<file path="src/rtl/decrypt_pipe_oh_enc.sv">
// Decrypt output stage: one-hot alpha index to ASCII decode feeding a
// show-ahead output FIFO with sticky error/overflow flags and a pop counter.
module decrypt_pipe_oh_enc #(
    parameter int unsigned FIFO_DEPTH = 4
) (
    input  logic        clk,
    input  logic        rst,
    input  logic        en_in,
    input  logic        is_alpha_upper_case_in,
    input  logic        is_alpha_low_case_in,
    input  logic [31:0] extended_shift_data_in,
    output logic        in_ready,
    output logic [7:0]  dout,
    output logic        dout_valid,
    input  logic        dout_ready,
    output logic        err_onehot,
    output logic        overflow,
    output logic [15:0] char_count
);

    localparam int unsigned AW = (FIFO_DEPTH > 1) ? $clog2(FIFO_DEPTH) : 1;

    logic [7:0]    mem_q [FIFO_DEPTH];
    logic [AW-1:0] wptr_q, wptr_d;
    logic [AW-1:0] rptr_q, rptr_d;
    logic [AW:0]   cnt_q, cnt_d;
    logic [15:0]   char_count_q, char_count_d;
    logic          err_q, err_d;
    logic          ovf_q, ovf_d;

    logic          full, empty, push, pop;
    logic [25:0]   field;
    logic [4:0]    idx;
    logic          onehot, upper, lower, bad_alpha;
    logic [7:0]    char_dec;

    // Decode: both case flags set is treated as upper case.
    always_comb begin
        field  = extended_shift_data_in[31:6];
        idx    = '0;
        for (int unsigned i = 0; i < 26; i++) begin
            if (field[i]) idx = 5'(i);
        end
        onehot    = (field != '0) && ((field & (field - 26'd1)) == '0);
        upper     = is_alpha_upper_case_in;
        lower     = is_alpha_low_case_in && !is_alpha_upper_case_in;
        bad_alpha = (upper || lower) && !onehot;
        if (!(upper || lower))
            char_dec = extended_shift_data_in[7:0];
        else if (!onehot)
            char_dec = 8'h3F;
        else
            char_dec = {3'b000, idx} + (upper ? 8'd65 : 8'd97);
    end

    assign full  = (cnt_q == (AW+1)'(FIFO_DEPTH));
    assign empty = (cnt_q == '0);
    assign push  = en_in && !full;
    assign pop   = !empty && dout_ready;

    always_comb begin
        wptr_d       = push ? wptr_q + 1'b1 : wptr_q;
        rptr_d       = pop  ? rptr_q + 1'b1 : rptr_q;
        cnt_d        = cnt_q;
        case ({push, pop})
            2'b10:   cnt_d = cnt_q + 1'b1;
            2'b01:   cnt_d = cnt_q - 1'b1;
            default: cnt_d = cnt_q;
        endcase
        char_count_d = pop ? char_count_q + 16'd1 : char_count_q;
        err_d        = err_q || (push && bad_alpha);
        ovf_d        = ovf_q || (en_in && full);
    end

    always_ff @(posedge clk or negedge rst) begin
        if (!rst) begin
            wptr_q       <= '0;
            rptr_q       <= '0;
            cnt_q        <= '0;
            char_count_q <= '0;
            err_q        <= 1'b0;
            ovf_q        <= 1'b0;
        end else begin
            wptr_q       <= wptr_d;
            rptr_q       <= rptr_d;
            cnt_q        <= cnt_d;
            char_count_q <= char_count_d;
            err_q        <= err_d;
            ovf_q        <= ovf_d;
        end
    end

    // Storage needs no reset: dout is gated to zero whenever the FIFO is empty.
    always_ff @(posedge clk) begin
        if (push) mem_q[wptr_q] <= char_dec;
    end

    assign in_ready   = !full;
    assign dout_valid = !empty;
    assign dout       = empty ? '0 : mem_q[rptr_q];
    assign err_onehot = err_q;
    assign overflow   = ovf_q;
    assign char_count = char_count_q;

endmodule

</file>
<file path="config.mk">
export PLATFORM = sky130hd
export DESIGN_NAME = decrypt_pipe_oh_enc
export DESIGN_NICKNAME = d
export VERILOG_FILES = /design/src/rtl/decrypt_pipe_oh_enc.sv
export SDC_FILE = /design/constraint.sdc
export NUM_CORES = 1
export LEC_CHECK = 0
export BUFFER_PORTS_ARGS = -buffer_cell sky130_fd_sc_hd__buf_2
export CORE_MARGIN = 3
export CORE_UTILIZATION = 40
export CTS_CLUSTER_SIZE = 40
export DETAILED_ROUTE_END_ITERATION = 12
export MAX_ROUTING_LAYER = met4
export PLACE_DENSITY_LB_ADDON = 0.3
export RECOVER_POWER = 50
export SETUP_SLACK_MARGIN = 0.3
export SYNTH_ARGS = -nofsm -noshare
export SYNTH_HDL_FRONTEND = slang
export SYNTH_SLANG_ARGS = --single-unit
export TNS_END_PERCENT = 10
</file>
<file path="constraint.sdc">
create_clock -name clk -period 2.1 [get_ports clk]
set_clock_uncertainty 0.05 [all_clocks]
set_input_delay 0 -clock clk [delete_from_list [all_inputs] [get_ports clk]]
set_output_delay 0 -clock clk [all_outputs]
set_load 0.02 [all_outputs]
</file>
==> results of run 1 <==
==> worst max-delay path, cell delays in order <==
cell	delay, ns
sky130_fd_sc_hd__buf_6	0.09
sky130_fd_sc_hd__or4_4	0.55
sky130_fd_sc_hd__nor4b_4	0.40
sky130_fd_sc_hd__nand3b_1	0.14
sky130_fd_sc_hd__a21oi_2	0.16
sky130_fd_sc_hd__o2bb2ai_2	0.09
sky130_fd_sc_hd__nor4_4	0.28
sky130_fd_sc_hd__buf_6	0.19
sky130_fd_sc_hd__a31oi_2	0.13
==> through the flow <==
| stage | util (%) | setup TNS, ns | total power [mW] | hold slack (ns) |
|---|---|---|---|---|
| after floorplan | - | 0 | 2.66 | -0.346 |
| after global placement | 50.8 | -5.25 | 3.17 | -0.0337 |
| after detailed placement | 50.8 | -6.56 | 3.21 | -0.0220 |
| after CTS | 54.9 | 0 | 4.22 | 0.0208 |
| after global routing | 55.0 | -0.131 | 4.43 | 0.0785 |
| final | 55.0 | 0 | 4.16 | 0.0775 |
==> flip-flops by register name (all words and copies together), names as in the netlist <==
signal / flops
wptr_q: 2
rptr_q: 2
mem_q: 32
char_count: 16
err_onehot: 1
cnt_q: 3
overflow: 1
==> power breakdown <==
| part | switching, mW | internal, mW |
|---|---|---|
| registers | 0.186 | 1.45 |
| clock network | 0.401 | 0.561 |
| logic | 0.862 | 0.692 |
| total | 1.45 | 2.71 |
==> final timing paths <==
path,depth (start not counted),end,slack (ns),startpoint
setup / recovery,9,mem_q[0][2]$_DFFE_PP_,0.06,extended_shift_data_in[14]
hold / removal,3,mem_q[0][3]$_DFFE_PP_,0.08,extended_shift_data_in[3]
setup reg to reg,10,cnt_q[2]$_DFFE_PN0P_,0.14,cnt_q[1]$_DFFE_PN0P_
hold reg to reg,1,overflow$_DFF_PN0_,0.42,overflow$_DFF_PN0_
max in group asynchronous,2,wptr_q[0]$_DFFE_PN0P_,0.75,rst
min in group asynchronous,2,char_count[9]$_DFFE_PN0P_,0.44,rst
==> final cells by class <==
type | count | area, um2 | share of cell area (%)
clock buffers | 14 | 184 | 4.54
flip-flops and latches | 57 | 1590 | 39.1
clock inverters | 2 | 10.0 | 0.247
repair buffers | 100 | 574 | 14.2
inverters | 9 | 33.8 | 0.833
well taps | 99 | 124 | 3.05
multi-input cells | 193 | 1540 | 38.0
==> cell families (layout without fill, tap and decap cells) <==
kind of cell,after synthesis,in the layout,share of synthesized area [%]
xor gates and xnor gates,23,23,6.56
and+or+nand+nor,103,103,18.9
adders and majority gates,8,8,3.50
muxes,11,11,6.92
DFF,57,57,51.6
AOI/OAI and AO/OA,48,48,10.8
buffers and inverters,14,125,1.71
==> metal layers <==
layer / vias to the layer above / share of wire [%]
met5: - / 0
met4: 0 / 1.3
met3: 12 / 6.3
met2: 89 / 48
met1: 1144 / 44
li1: 1208 / -
==> Yosys cell counts (8+ instances only) <==
cell / count / area (um2)
sky130_fd_sc_hd__edfxtp_1: 32 / 961
sky130_fd_sc_hd__nor2_1: 28 / 105
sky130_fd_sc_hd__dfrtp_1: 25 / 626
sky130_fd_sc_hd__nand2_1: 18 / 67.6
sky130_fd_sc_hd__xnor2_1: 17 / 149
sky130_fd_sc_hd__nor2b_1: 12 / 75.1
sky130_fd_sc_hd__and3_1: 9 / 56.3
sky130_fd_sc_hd__inv_1: 9 / 33.8
sky130_fd_sc_hd__nor3_1: 9 / 45.0
sky130_fd_sc_hd__mux4_2: 8 / 180
==> timing repair <==
item                                    in CTS  in global routing
endpoints found under the setup margin      36                 44
pin swaps                                    5                  2
endpoints found under the hold margin       26                  0
hold buffers                                 2                  0
setup buffers                                3                  1
gates resized for setup                     16                  9
==> impl_results.html, run 1 <==
<table>
<tr><th>Metric</th><th>Value</th></tr>
<tr><th colspan="2">Logic synthesis</th></tr>
<tr><td>Number of synthesis warnings</td><td>0</td></tr>
<tr><td>Number of synthesized register bits</td><td>57</td></tr>
<tr><td>Post-Syn Nets</td><td>310</td></tr>
<tr><td>Post-Synthesis Mean Instance Area</td><td>11.6 um2</td></tr>
<tr><td>Number of different library cells in the post-synthesis netlist</td><td>52</td></tr>
<tr><td>Post-synthesis instance area</td><td>between 3000 and 4000 um2</td></tr>
<tr><td>Number of cells produced by synthesis</td><td>264</td></tr>
<tr><td>Fraction of registers with async set or reset after synthesis</td><td>43.9%</td></tr>
<tr><td>Share of synthesized area occupied by flip-flops and latches</td><td>between 50 and 60%</td></tr>
<tr><td>EDFF count, synth</td><td>32</td></tr>
<tr><td>Dominant synthesized flop cell</td><td>sky130_fd_sc_hd__edfxtp_1</td></tr>
<tr><th colspan="2">Routing</th></tr>
<tr><td>Count of routing violations after the opening detailed-route iteration</td><td>between 100 and 150</td></tr>
<tr><td>Count of TritonRoute iterations in the first routing pass</td><td>4</td></tr>
<tr><td>Drt wl/cell</td><td>14.6 um</td></tr>
<tr><td>Total Wirelength</td><td>6900 um</td></tr>
<tr><td>Vias after detailed routing</td><td>2453</td></tr>
<tr><td>Via count normalized by instance count</td><td>a little over 5</td></tr>
<tr><td>Number of nets with antenna violations after detailed routing</td><td>0</td></tr>
<tr><td>Detailed-route DRC error count</td><td>0</td></tr>
<tr><th colspan="2">Floorplan</th></tr>
<tr><td>Count of boundary I/O pins</td><td>66</td></tr>
<tr><td>Die Footprint</td><td>8770 um2</td></tr>
<tr><td>Initial cell density of the core</td><td>41.7%</td></tr>
<tr><td>Number of cell rows</td><td>31</td></tr>
<tr><td>Horizontal extent of the die</td><td>roughly 94 um</td></tr>
<tr><td>Placeable core area</td><td>7370 um2</td></tr>
<tr><td>DIE HEIGHT</td><td>93.6 um</td></tr>
<tr><th colspan="2">Worst setup path</th></tr>
<tr><td>Highest net fanout along the worst path</td><td>8</td></tr>
<tr><td>Setup crit start kind</td><td>input port</td></tr>
<tr><td>Required time at the worst-slack endpoint</td><td>2.10 ns</td></tr>
<tr><td>Data arrival time at the worst-slack endpoint</td><td>2.04 ns</td></tr>
<tr><td>Category of the worst setup path capture point</td><td>flop</td></tr>
<tr><td>Critical path class</td><td>input port to flop</td></tr>
<tr><th colspan="2">Status</th></tr>
<tr><td>Run status</td><td>finished, final reports clean</td></tr>
<tr><th colspan="2">Clock tree</th></tr>
<tr><td>Clock tree from TritonCTS</td><td>built</td></tr>
<tr><td>Skew-Pair Late Insertion Delay</td><td>0.33 ns</td></tr>
<tr><td>Clock sinks</td><td>57</td></tr>
<tr><td>Register clock-pin slew on the reported worst setup and hold paths</td><td>roughly 0.060 ns</td></tr>
<tr><td>Max Root-Sink Buffers</td><td>2</td></tr>
<tr><td>Number of clock buffers inserted by TritonCTS</td><td>9</td></tr>
<tr><td>Root buf cell</td><td>sky130_fd_sc_hd__clkbuf_8</td></tr>
<tr><td>CTS H-tree depth</td><td>3</td></tr>
<tr><th colspan="2">STA</th></tr>
<tr><td>Period utilization</td><td>roughly 100%</td></tr>
<tr><td>RSZ-0062 raised after global routing</td><td>true</td></tr>
<tr><td>Slew Limit Headroom</td><td>10.2%</td></tr>
<tr><td>Setup violation total in the final timing report</td><td>0</td></tr>
<tr><td>Max-slew violations</td><td>0</td></tr>
<tr><td>Fmax</td><td>about 0.5 GHz</td></tr>
<tr><td>Time the final worst path needs with I/O delays and setup</td><td>between 2 and 2.5 ns</td></tr>
<tr><td>Slew at the pin closest to its max-slew limit</td><td>1.35 ns</td></tr>
<tr><td>Post-route worst setup slack</td><td>0.0596 ns</td></tr>
<tr><td>Total count of hold-check failures in the final report</td><td>0</td></tr>
<tr><th colspan="2">GRT</th></tr>
<tr><td>Pin count of the biggest net entering global routing</td><td>26</td></tr>
<tr><td>Met2 routing resource usage after global routing</td><td>between 20% and 30%</td></tr>
<tr><td>First-pass GRT wire length</td><td>approximately 11000 um</td></tr>
<tr><td>Total congestion overflow</td><td>0</td></tr>
<tr><td>Initial antenna violation count</td><td>0</td></tr>
<tr><td>All-layer global routing usage</td><td>roughly 17%</td></tr>
<tr><td>Vias in the first global route</td><td>around 2.4k</td></tr>
<tr><td>GRT met3 Usage</td><td>under 10%</td></tr>
<tr><td>Most used routing layer in global routing</td><td>met2</td></tr>
<tr><td>Grt met1 use</td><td>22.4%</td></tr>
<tr><th colspan="2">Layout</th></tr>
<tr><td>Final net count</td><td>416</td></tr>
<tr><td>Top library cells by usage in the layout, fill and taps aside</td><td>sky130_fd_sc_hd__buf_2, sky130_fd_sc_hd__edfxtp_1, sky130_fd_sc_hd__buf_4, sky130_fd_sc_hd__clkbuf_1</td></tr>
<tr><td>Share of final-layout standard cells stronger than drive strength 1</td><td>approximately 33%</td></tr>
<tr><td>Fill cell total of the finished layout</td><td>676</td></tr>
<tr><td>Final std cells w/o fill</td><td>roughly 470</td></tr>
<tr><td>Most common cell after layout, fill and taps aside</td><td>sky130_fd_sc_hd__buf_2</td></tr>
<tr><td>Number of diodes</td><td>0</td></tr>
<tr><td>Post-route cell area</td><td>4060 um2</td></tr>
<tr><td>Area delta synth-&gt;final</td><td>32.0%</td></tr>
<tr><th colspan="2">Pwr</th></tr>
<tr><td>Maximum resistive drop on vdd</td><td>0.402 mV</td></tr>
<tr><td>Pleak</td><td>1.61 nW</td></tr>
<tr><td>Power density over the cells</td><td>1030 nW/um2</td></tr>
<tr><th colspan="2">Placed design</th></tr>
<tr><td>Count of buffers inserted at the top-level ports</td><td>65</td></tr>
<tr><td>Count of placed standard cells including taps</td><td>roughly 450</td></tr>
<tr><td>RD Place Congestion</td><td>about 0.86</td></tr>
<tr><td>Setup WS pre-CTS</td><td>-0.263 ns</td></tr>
<tr><td>Placement-stage cell area</td><td>between 3000 and 4000 um2</td></tr>
<tr><td>Detailed-placement wirelength estimate</td><td>5130 um</td></tr>
<tr><th colspan="2">Min path</th></tr>
<tr><td>HP Class</td><td>input port to flop</td></tr>
<tr><th colspan="2">Run</th></tr>
<tr><td>Max-capacitance violation count</td><td>0</td></tr>
</table>
No activity file was read; power rests on OpenSTA's default activity.
==> inputs of run 2 (changes only) <==
SETUP_SLACK_MARGIN = not set   (was 0.3)
==> impl_results.html, run 2 (synthesized netlist as in run 1, its figures left out) <==
<table>
<tr><th>Metric</th><th>Value</th></tr>
<tr><th colspan="2">Clock tree</th></tr>
<tr><td>CTS H-tree depth</td><td>3 (unchanged)</td></tr>
<tr><td>Register clock-pin slew on the reported worst setup and hold paths</td><td>0.06 ns (about the same)</td></tr>
<tr><td>Root buf cell</td><td>sky130_fd_sc_hd__clkbuf_8</td></tr>
<tr><td>Setup Fix Bufs, Post-CTS</td><td>0 (-3)</td></tr>
<tr><td>Skew-Pair Late Insertion Delay</td><td>0.33 ns (about the same)</td></tr>
<tr><td>Number of clock buffers inserted by TritonCTS</td><td>9 (unchanged)</td></tr>
<tr><td>Clock sinks</td><td>57 (unchanged)</td></tr>
<tr><td>Max Root-Sink Buffers</td><td>2 (unchanged)</td></tr>
<tr><td>Clock tree from TritonCTS</td><td>built</td></tr>
<tr><th colspan="2">Routing</th></tr>
<tr><td>Length of routed wiring on met1</td><td>3020 um (-1.4%)</td></tr>
<tr><td>Drt wl/cell</td><td>14.2 um (-2.2%)</td></tr>
<tr><td>Detailed-route DRC error count</td><td>0 (unchanged)</td></tr>
<tr><td>Via count normalized by instance count</td><td>5.17 (about the same)</td></tr>
<tr><td>Count of routing violations after the opening detailed-route iteration</td><td>58 (-46%)</td></tr>
<tr><td>Vias after detailed routing</td><td>2432 (-0.86%)</td></tr>
<tr><td>Count of TritonRoute iterations in the first routing pass</td><td>4 (unchanged)</td></tr>
<tr><td>Number of nets with antenna violations after detailed routing</td><td>0 (unchanged)</td></tr>
<tr><td>Total Wirelength</td><td>6690 um (-3.1%)</td></tr>
<tr><td>Routed length on met2</td><td>3240 um (-2.0%)</td></tr>
<tr><td>Highest metal used</td><td>met4</td></tr>
<tr><td>Met3 wire length</td><td>370 um (-15%)</td></tr>
<tr><th colspan="2">GRT</th></tr>
<tr><td>Vias in the first global route</td><td>2273 (-4.5%)</td></tr>
<tr><td>Initial antenna violation count</td><td>0 (unchanged)</td></tr>
<tr><td>Total congestion overflow</td><td>0 (unchanged)</td></tr>
<tr><td>All-layer global routing usage</td><td>16.2% (-0.40 points)</td></tr>
<tr><td>Pin count of the biggest net entering global routing</td><td>26 (unchanged)</td></tr>
<tr><td>First-pass GRT wire length</td><td>10700 um (-2.3%)</td></tr>
<tr><th colspan="2">Placed design</th></tr>
<tr><td>Placement-stage cell area</td><td>3730 um2 (-0.40%)</td></tr>
<tr><td>Count of buffers inserted at the top-level ports</td><td>65 (unchanged)</td></tr>
<tr><td>RD Place Congestion</td><td>0.885 (+2.8%)</td></tr>
<tr><td>Detailed-placement wirelength estimate</td><td>5130 um (about the same)</td></tr>
<tr><td>Setup WS pre-CTS</td><td>-0.281 ns (-0.0184 ns)</td></tr>
<tr><th colspan="2">Status</th></tr>
<tr><td>Run status</td><td>finished, final reports clean</td></tr>
<tr><th colspan="2">Layout</th></tr>
<tr><td>Share of final-layout standard cells stronger than drive strength 1</td><td>30.2% (-3.1 points)</td></tr>
<tr><td>Final design utilization</td><td>53.2% (-1.8 points)</td></tr>
<tr><td>Largest reg by FF count</td><td>mem_q</td></tr>
<tr><td>Number of diodes</td><td>0 (unchanged)</td></tr>
<tr><td>Post-route cell area</td><td>3920 um2 (-3.3%)</td></tr>
<tr><td>Fill cell total of the finished layout</td><td>685 (+1.3%)</td></tr>
<tr><td>Most common cell after layout, fill and taps aside</td><td>sky130_fd_sc_hd__buf_2</td></tr>
<tr><td>Area delta synth-&gt;final</td><td>27.7%</td></tr>
<tr><td>Top library cells by usage in the layout, fill and taps aside</td><td>sky130_fd_sc_hd__buf_2, sky130_fd_sc_hd__edfxtp_1, sky130_fd_sc_hd__buf_4, sky130_fd_sc_hd__nor2_1, sky130_fd_sc_hd__dfrtp_1</td></tr>
<tr><td>Number of flip-flops in the largest register</td><td>32 (unchanged)</td></tr>
<tr><td>Final net count</td><td>412 (-0.96%)</td></tr>
<tr><th colspan="2">STA</th></tr>
<tr><td>Slew at the pin closest to its max-slew limit</td><td>1.31 ns (-0.0390 ns)</td></tr>
<tr><td>Slew Limit Headroom</td><td>12.8% (+2.6 points)</td></tr>
<tr><td>Max-slew violations</td><td>0 (unchanged)</td></tr>
<tr><td>Hold_ws</td><td>0.0454 ns (-0.0321 ns)</td></tr>
<tr><td>Total count of hold-check failures in the final report</td><td>0 (unchanged)</td></tr>
<tr><td>Time the final worst path needs with I/O delays and setup</td><td>2.01 ns (-0.0282 ns)</td></tr>
<tr><td>Period utilization</td><td>95.8% (-1.3 points)</td></tr>
<tr><td>Fmax</td><td>0.497 GHz (+1.4%)</td></tr>
<tr><td>Setup violation total in the final timing report</td><td>0 (unchanged)</td></tr>
<tr><td>RSZ-0062 raised after global routing</td><td>true</td></tr>
<tr><td>Post-route worst setup slack</td><td>0.0877 ns (+0.0282 ns)</td></tr>
<tr><th colspan="2">Worst setup path</th></tr>
<tr><td>Slowest cell on the critical path</td><td>sky130_fd_sc_hd__or4_4</td></tr>
<tr><td>Setup crit start kind</td><td>input port</td></tr>
<tr><td>Category of the worst setup path capture point</td><td>flop</td></tr>
<tr><td>Slack of the worst reg-to-reg path</td><td>0.11 ns (-0.03 ns)</td></tr>
<tr><td>Data arrival time at the worst-slack endpoint</td><td>2.00 ns (-0.04 ns)</td></tr>
<tr><td>Worst flop-to-flop path startpoint</td><td>cnt_q[0]$_DFFE_PN0P_</td></tr>
<tr><td>Capturing point of the worst reg2reg path</td><td>cnt_q[2]$_DFFE_PN0P_</td></tr>
<tr><td>Largest stage delay, worst path</td><td>0.56 ns (about the same)</td></tr>
<tr><td>Worst r2r path cells</td><td>10 (unchanged)</td></tr>
<tr><td>Critical path class</td><td>input port to flop</td></tr>
<tr><td>Highest net fanout along the worst path</td><td>8 (unchanged)</td></tr>
<tr><td>CP Cell Sequence</td><td>buf_2 &gt; or4_4 &gt; nor4b_4 &gt; nand3b_1 &gt; a21oi_2 &gt; o2bb2ai_1 &gt; nor4_4 &gt; buf_6 &gt; a31oi_1</td></tr>
<tr><td>Required time at the worst-slack endpoint</td><td>2.08 ns (-0.02 ns)</td></tr>
<tr><td>CP Launch Point</td><td>extended_shift_data_in[14]</td></tr>
<tr><th colspan="2">Pwr</th></tr>
<tr><td>Maximum resistive drop on vdd</td><td>0.415 mV (+3.3%)</td></tr>
<tr><td>Pleak</td><td>1.59 nW (-1.5%)</td></tr>
<tr><td>Power density over the cells</td><td>1030 nW/um2 (+0.93%)</td></tr>
<tr><th colspan="2">Floorplan</th></tr>
<tr><td>Horizontal extent of the die</td><td>93.6 um (unchanged)</td></tr>
<tr><td>Placeable core area</td><td>7370 um2 (unchanged)</td></tr>
<tr><td>DIE HEIGHT</td><td>93.6 um (unchanged)</td></tr>
<tr><td>Die Footprint</td><td>8770 um2 (unchanged)</td></tr>
<tr><td>Count of boundary I/O pins</td><td>66 (unchanged)</td></tr>
<tr><td>Number of cell rows</td><td>31 (unchanged)</td></tr>
<tr><td>Initial cell density of the core</td><td>41.7% (unchanged)</td></tr>
<tr><th colspan="2">Min path</th></tr>
<tr><td>HP Class</td><td>input port to flop</td></tr>
<tr><td>Hold-critical path endpoint</td><td>mem_q[2][5]$_DFFE_PP_</td></tr>
<tr><td>Number of instances on the worst hold path</td><td>2 (-1)</td></tr>
<tr><td>Startpoint of the worst hold path</td><td>is_alpha_upper_case_in</td></tr>
<tr><th colspan="2">Run</th></tr>
<tr><td>Max-capacitance violation count</td><td>0 (unchanged)</td></tr>
</table>
run 2: per-layer routing:
metal	vias to the layer above	track usage (%)
met4	0	6.50
met5	-	-
met1	1153	21.3
met2	74	24.8
met3	5	3.14
li1	1200	-
run 2: per-stage QoR:
step           instances  TNS, ns  total power, mW
2_1_floorplan        264   -0.203             2.66
3_3_place_gp         452    -5.73             3.18
3_5_place_dp         452    -6.56             3.21
4_1_cts              470        0             4.13
5_1_grt              470  -0.0221             4.31
6_report             470        0             4.06
run 2: layout make-up:
class                      count  area (um2)  share of cell area [%]
clock buffer                  11         153                    3.89
sequential                    57        1590                    40.5
clock inverter                 5        27.5                   0.702
timing repair buffer          96         537                    13.7
tap                           99         124                    3.16
multi-input combinational    193        1460                    37.2
inverter                       9        33.8                   0.862
run 2: report_power, final:
group | internal [mW] | switching [mW] | total (mW)
Sequential | 1.45 | 0.187 | 1.64
Clock | 0.494 | 0.416 | 0.911
Combinational | 0.665 | 0.840 | 1.50
run 2: critical path: cells and delay by family:
family | cells | cell delay (ns)
AOI/OAI and AO/OA | 3 | 0.39
and+or+nand+nor | 4 | 1.34
buffers and inverters | 2 | 0.26
run 2: worst max-delay path by stage:
stage / endpoint / slack, ns / cells after the start
finish: mem_q[0][0]$_DFFE_PP_ / 0.09 / 9
detailed placement: mem_q[0][6]$_DFFE_PP_ / -0.28 / 10
CTS: cnt_q[2]$_DFFE_PN0P_ / 0.04 / 10
global placement: mem_q[0][6]$_DFFE_PP_ / -0.23 / 10
global route: cnt_q[2]$_DFFE_PN0P_ / -0.02 / 10
floorplan: mem_q[0][0]$_DFFE_PP_ / -0.01 / 7
run 2: repair_timing:
item	4_1_cts	5_1_grt
hold endpoints to repair	26	0
hold buffers	2	0
gates resized for setup	0	9
endpoints found under the setup margin	0	31
